<file path="config.mk">
export PLATFORM = sky130hd
export DESIGN_NAME = shiftreg_collect
export DESIGN_NICKNAME = d
export VERILOG_FILES = /design/src/rtl/shiftreg_pkg.sv /design/src/rtl/shiftreg_collect.sv
export SDC_FILE = /design/constraint.sdc
export NUM_CORES = 1
export LEC_CHECK = 0
export CORE_MARGIN = 2
export CORE_UTILIZATION = 40
export CTS_BUF_LIST = sky130_fd_sc_hd__clkbuf_16
export DETAILED_ROUTE_END_ITERATION = 10
export PLACE_DENSITY_LB_ADDON = 0.05
export SETUP_SLACK_MARGIN = 0.05
export SLEW_MARGIN = 20
export SYNTH_ARGS = -nofsm -noshare
export SYNTH_HDL_FRONTEND = slang
export SYNTH_SLANG_ARGS = --single-unit
</file>
<file path="constraint.sdc">
create_clock -name clk -period 1.97 [get_ports clk]
set_input_delay 0.2955 -clock clk [delete_from_list [all_inputs] [get_ports clk]]
set_output_delay 0.2955 -clock clk [all_outputs]
set_load 0.01 [all_outputs]
</file>
<file path="src/rtl/shiftreg_pkg.sv">
// Types shared by the bit-serial link blocks.
package shiftreg_pkg;

  typedef enum logic [1:0] {
    COL_IDLE,
    COL_SHIFT
  } col_state_t;

endpackage

</file>
<file path="src/rtl/shiftreg_collect.sv">
// Serial-in/parallel-out collector: assembles WIDTH LSB-first bits into a word and
// offers it on a valid/ready port with a sticky overrun flag.
module shiftreg_collect
  import shiftreg_pkg::*;
#(
  parameter int unsigned WIDTH = 4
) (
  input  logic             clk,
  input  logic             rstb,
  input  logic             ena,
  input  logic             clear,
  input  logic             start,
  input  logic             bit_valid,
  input  logic             B_bit,
  output logic [WIDTH-1:0] P,
  output logic             p_valid,
  input  logic             p_ready,
  output logic             busy,
  output logic             overrun
);

  localparam int unsigned CW = (WIDTH > 1) ? $clog2(WIDTH) : 1;
  localparam logic [CW-1:0] LAST = CW'(WIDTH - 1);

  col_state_t       r_state, w_state_nxt;
  logic [CW-1:0]    r_count;
  logic [WIDTH-1:0] w_word;
  logic [WIDTH-1:0] r_p;
  logic             r_p_valid;
  logic             r_overrun;
  logic             w_step, w_flush, w_restart, w_take, w_complete;

  assign w_step     = ena & clear;
  assign w_flush    = ena & ~clear;
  assign w_restart  = w_step & start;
  assign w_take     = w_step & ~start & bit_valid & (r_state == COL_SHIFT);
  assign w_complete = w_take & (r_count == LAST);

  always_comb begin
    w_state_nxt = r_state;
    if (w_flush) begin
      w_state_nxt = COL_IDLE;
    end else if (w_restart) begin
      w_state_nxt = COL_SHIFT;
    end else if (w_complete) begin
      w_state_nxt = COL_IDLE;
    end
  end

  always_ff @(posedge clk or negedge rstb) begin
    if (!rstb) begin
      r_state <= COL_IDLE;
    end else begin
      r_state <= w_state_nxt;
    end
  end

  always_ff @(posedge clk or negedge rstb) begin
    if (!rstb) begin
      r_count <= '0;
    end else if (w_flush || w_restart || w_complete) begin
      r_count <= '0;
    end else if (w_take) begin
      r_count <= r_count + 1'b1;
    end
  end

  // Only the upper WIDTH-1 bits need storage; the incoming bit completes the word.
  if (WIDTH > 1) begin : g_shift
    logic [WIDTH-2:0] r_shift;

    assign w_word = {B_bit, r_shift};

    always_ff @(posedge clk or negedge rstb) begin
      if (!rstb) begin
        r_shift <= '0;
      end else if (w_flush || w_restart) begin
        r_shift <= '0;
      end else if (w_take) begin
        r_shift <= w_word[WIDTH-1:1];
      end
    end
  end else begin : g_bit
    assign w_word = B_bit;
  end

  // Handshake runs regardless of ena; clear outranks completion and p_ready.
  always_ff @(posedge clk or negedge rstb) begin
    if (!rstb) begin
      r_p       <= '0;
      r_p_valid <= 1'b0;
      r_overrun <= 1'b0;
    end else if (w_flush) begin
      r_p_valid <= 1'b0;
      r_overrun <= 1'b0;
    end else if (w_complete) begin
      if (r_p_valid && !p_ready) begin
        r_overrun <= 1'b1;
      end else begin
        r_p       <= w_word;
        r_p_valid <= 1'b1;
      end
    end else if (r_p_valid && p_ready) begin
      r_p_valid <= 1'b0;
    end
  end

  assign P       = r_p;
  assign p_valid = r_p_valid;
  assign overrun = r_overrun;
  assign busy    = (r_state == COL_SHIFT);

endmodule

</file>
==> metrics list <==
- Cell chosen for the clock root: sky130_fd_sc_hd__clkbuf_16
* Full die area: between 0.0015 and 0.002 mm2
- In the routed layout, each cell is associated on average with a via count of approximately 5.7.
- TritonCTS Buffers: 3
* Number of gates resized after CTS: 0
- Clock tree synthesis found a total of 12 sinks.
- Once detailed placement completed, the half-perimeter wirelength came to about 850 um.
- Total core area: ~0.0013 mm2
* Boundary Pins: 15
- At the pin with the least slew margin, the transition time is ~510 ps.
* X dimension of the die: ~41 um
- The cell area that synthesis handed to floorplanning was around 530 um2.
* Worst path setup slack after routing: 380 ps
* Setup repair after global routing missed its margin: false
- Std cell rows: 13
- The worst setup path is launched from an input port.
- Synthesized Nets: about 50
* Worst relative slew slack: 0.657
* Synth warnings: 0
* Pin count of the biggest net entering global routing: 13
- Flip-flop and latch count after synthesis: 12
- The congestion estimate from routability-driven global placement came to roughly 0.73.
- The number of antenna diodes in the final layout is 0.
- Final global-route overflow total: 0
* Worst min-delay path category: input port to async pin
- The initial antenna violation count is 0.
- Crit Path Class: input port to flip-flop
- Mean instance size in the synthesized netlist: 13.4 um2
* GRT Util Overall: 0.171
- In this run the worst path has a maximum fanout of 4.
- Setup violations remaining at the end of the flow were counted as 0.
- Synth Instances: 40
- Clock tree from TritonCTS: yes
* Max-cap violation count: 0
* Number of global-route vias before repair: just over 400
- After detailed routing, the wire length on met1 is approximately 430 um.
- Core Util, Final: 0.608
* Final Hold Viols: 0
- Clock transition time at the flip-flop clock pins of the worst setup and hold paths: around 40 ps
* Max layer used: met4
- Leakage power of the design: roughly 0.00035 uW
* Htree depth: 1
* Max frequency: ~630 MHz
- STA puts the critical path data arrival time at 1710 ps.
- Total wire length after detailed routing: between 1 and 1.5 mm
* CTS max path bufs: 2
* Met3 wirelength from detailed routing: 54 um
- Detailed routing inserted a total of 412 vias.
* First-pass detailed-route iteration total: 4
- Final hold analysis gives a worst-case slack of around 400 ps.
* VDD IR-drop max: about 0.47 mV
- Kind of end point of the critical path: flip-flop
- Final layout net count: between 60 and 70
* Number of buffers inserted by post-CTS setup repair: 0
- Of the cells placed in the final design, the portion with a size suffix greater than 1 is 0.175.
* Post-synthesis sequential area ratio: 0.562
* Hold_buf cts: 0
- The share of synthesized area in the top cell type comes to 0.562.
- The design draws 665 uW.
* Number of DRC markers in iteration 0: 4
- The area growth from synthesis to layout is 44.5%.
* Final setup TNS: 0 ps
* Final number of max-transition violations: 0
* Data required time of the critical path: approximately 2100 ps
* Post-synthesis cell type with the largest combined area: sky130_fd_sc_hd__dfrtp_1
- First-pass GRT wire length: between 1.5 and 2 mm
- After detailed routing, the met2 layer carries between 500 and 600 um of wire.
* Largest clock skew in the final design: approximately 1.6 ps
- The flow ran to the end, and the final reports show no timing, DRC or antenna violations.
- Cell Pwr Density: approximately 860 mW/mm2
- Wire per inst: roughly 15 um
* Final Cycle Share: 0.807
* Chip height: between 40 and 50 um
- Number of distinct library cell variants in the gate-level netlist after synthesis: 19
* Min cycle time layout: 1590 ps
- Most area-consuming cells after synthesis: sky130_fd_sc_hd__dfrtp_1 (56%), sky130_fd_sc_hd__mux2_4 (11%), sky130_fd_sc_hd__a22o_1 (6.6%)
- After detailed routing, the number of remaining DRC violations is 0.
* Filler cell count: 100
* Buffers added on ports: 14
* Clock latency on the worst-skew pair: 240 ps
- The detail route stage leaves a number of antenna-violating nets equal to 0.
* Starting density of the core: 0.421
- Worst slack after detailed placement: around 130 ps
metal layers:
metal,up-vias,GRT usage
met5,-,0
met4,0,0.0750
met3,2,0.0667
met2,13,0.306
met1,210,0.171
li1,187,-
cell type report:
| class | count | area, um2 | area share |
|---|---|---|---|
| tap | 15 | 18.8 | 0.0243 |
| timing repair buffer | 15 | 148 | 0.191 |
| sequential | 12 | 300 | 0.389 |
| multi-input combinational | 24 | 219 | 0.284 |
| clock buffer | 3 | 75.1 | 0.0972 |
| inverter | 3 | 11.3 | 0.0146 |
path summary, 6_finish.rpt:
check | startpoint | endpoint | slack [ps] | depth (start not counted)
worst max register to register | r_count[0]$_DFFE_PN0P_ | P[2]$_DFFE_PN0P_ | 570 | 3
max in group asynchronous | rstb | g_shift.r_shift[1]$_DFFE_PN0P_ | 1220 | 1
min in group clk | g_shift.r_shift[0]$_DFFE_PN0P_ | g_shift.r_shift[0]$_DFFE_PN0P_ | 500 | 1
worst max-delay path | start | P[2]$_DFFE_PN0P_ | 380 | 4
worst min-delay path | rstb | r_count[1]$_DFFE_PN0P_ | 400 | 1
worst min register to register | g_shift.r_shift[0]$_DFFE_PN0P_ | g_shift.r_shift[0]$_DFFE_PN0P_ | 500 | 1
worst max-delay path: stages:
cell and delay [ps]:
sky130_fd_sc_hd__clkdlybuf4s50_1 460, sky130_fd_sc_hd__and4b_1 330, sky130_fd_sc_hd__and4b_4 310, sky130_fd_sc_hd__mux2_4 310
power breakdown:
| group | switching, uW | internal (uW) | total (uW) |
|---|---|---|---|
| clock | 95.4 | 263 | 359 |
| sequential | 4.97 | 253 | 258 |
| combinational | 22.4 | 26.4 | 48.8 |
| total | 123 | 542 | 665 |
registers in the layout, indices dropped and copies added, names as in the netlist:
register and count:
p_valid 1, overrun 1, r_count 2, r_state 1
g_shift.r_shift 3, P 4
cell usage in the layout (no fill, tap or decap), drive strengths merged, types with 2 or more instances in the layout:
cell / count
and4b: 2
a22o: 4
dfrtp: 12
clkbuf: 3
and2: 2
a21oi: 2
inv: 3
clkdlybuf4s50: 14
mux2: 4
cells in the mapped netlist, drive strengths merged:
library cell / instances
a21oi: 2
nor2: 1
nand2: 1
and4b: 2
and2: 2
dfrtp: 12
a32o: 1
nor2b: 1
a41oi: 1
mux2: 4
a22oi: 1
a31oi: 1
o22ai: 1
a22o: 4
inv: 3
ha: 1
o31ai: 1
clkbuf: 1
cells by family (layout without fill, tap and decap cells):
family,Yosys count,after routing,share of synthesized area
AND/OR/NAND/NOR,7,7,0.0937
flip-flops,12,12,0.562
buffers and inverters,4,21,0.0281
AO/OA/AOI/OAI,12,12,0.180
adder cells (fa/ha/maj),1,1,0.0234
multiplexers,4,4,0.112
stage by stage:
step                      instances  instance area, um2
after floorplan                  40                 534
after detailed placement         69                 697
after CTS                        72                 772
after global placement           69                 697
final                            72                 772
after global routing             72                 772
Power figures use the tool's default switching activity.
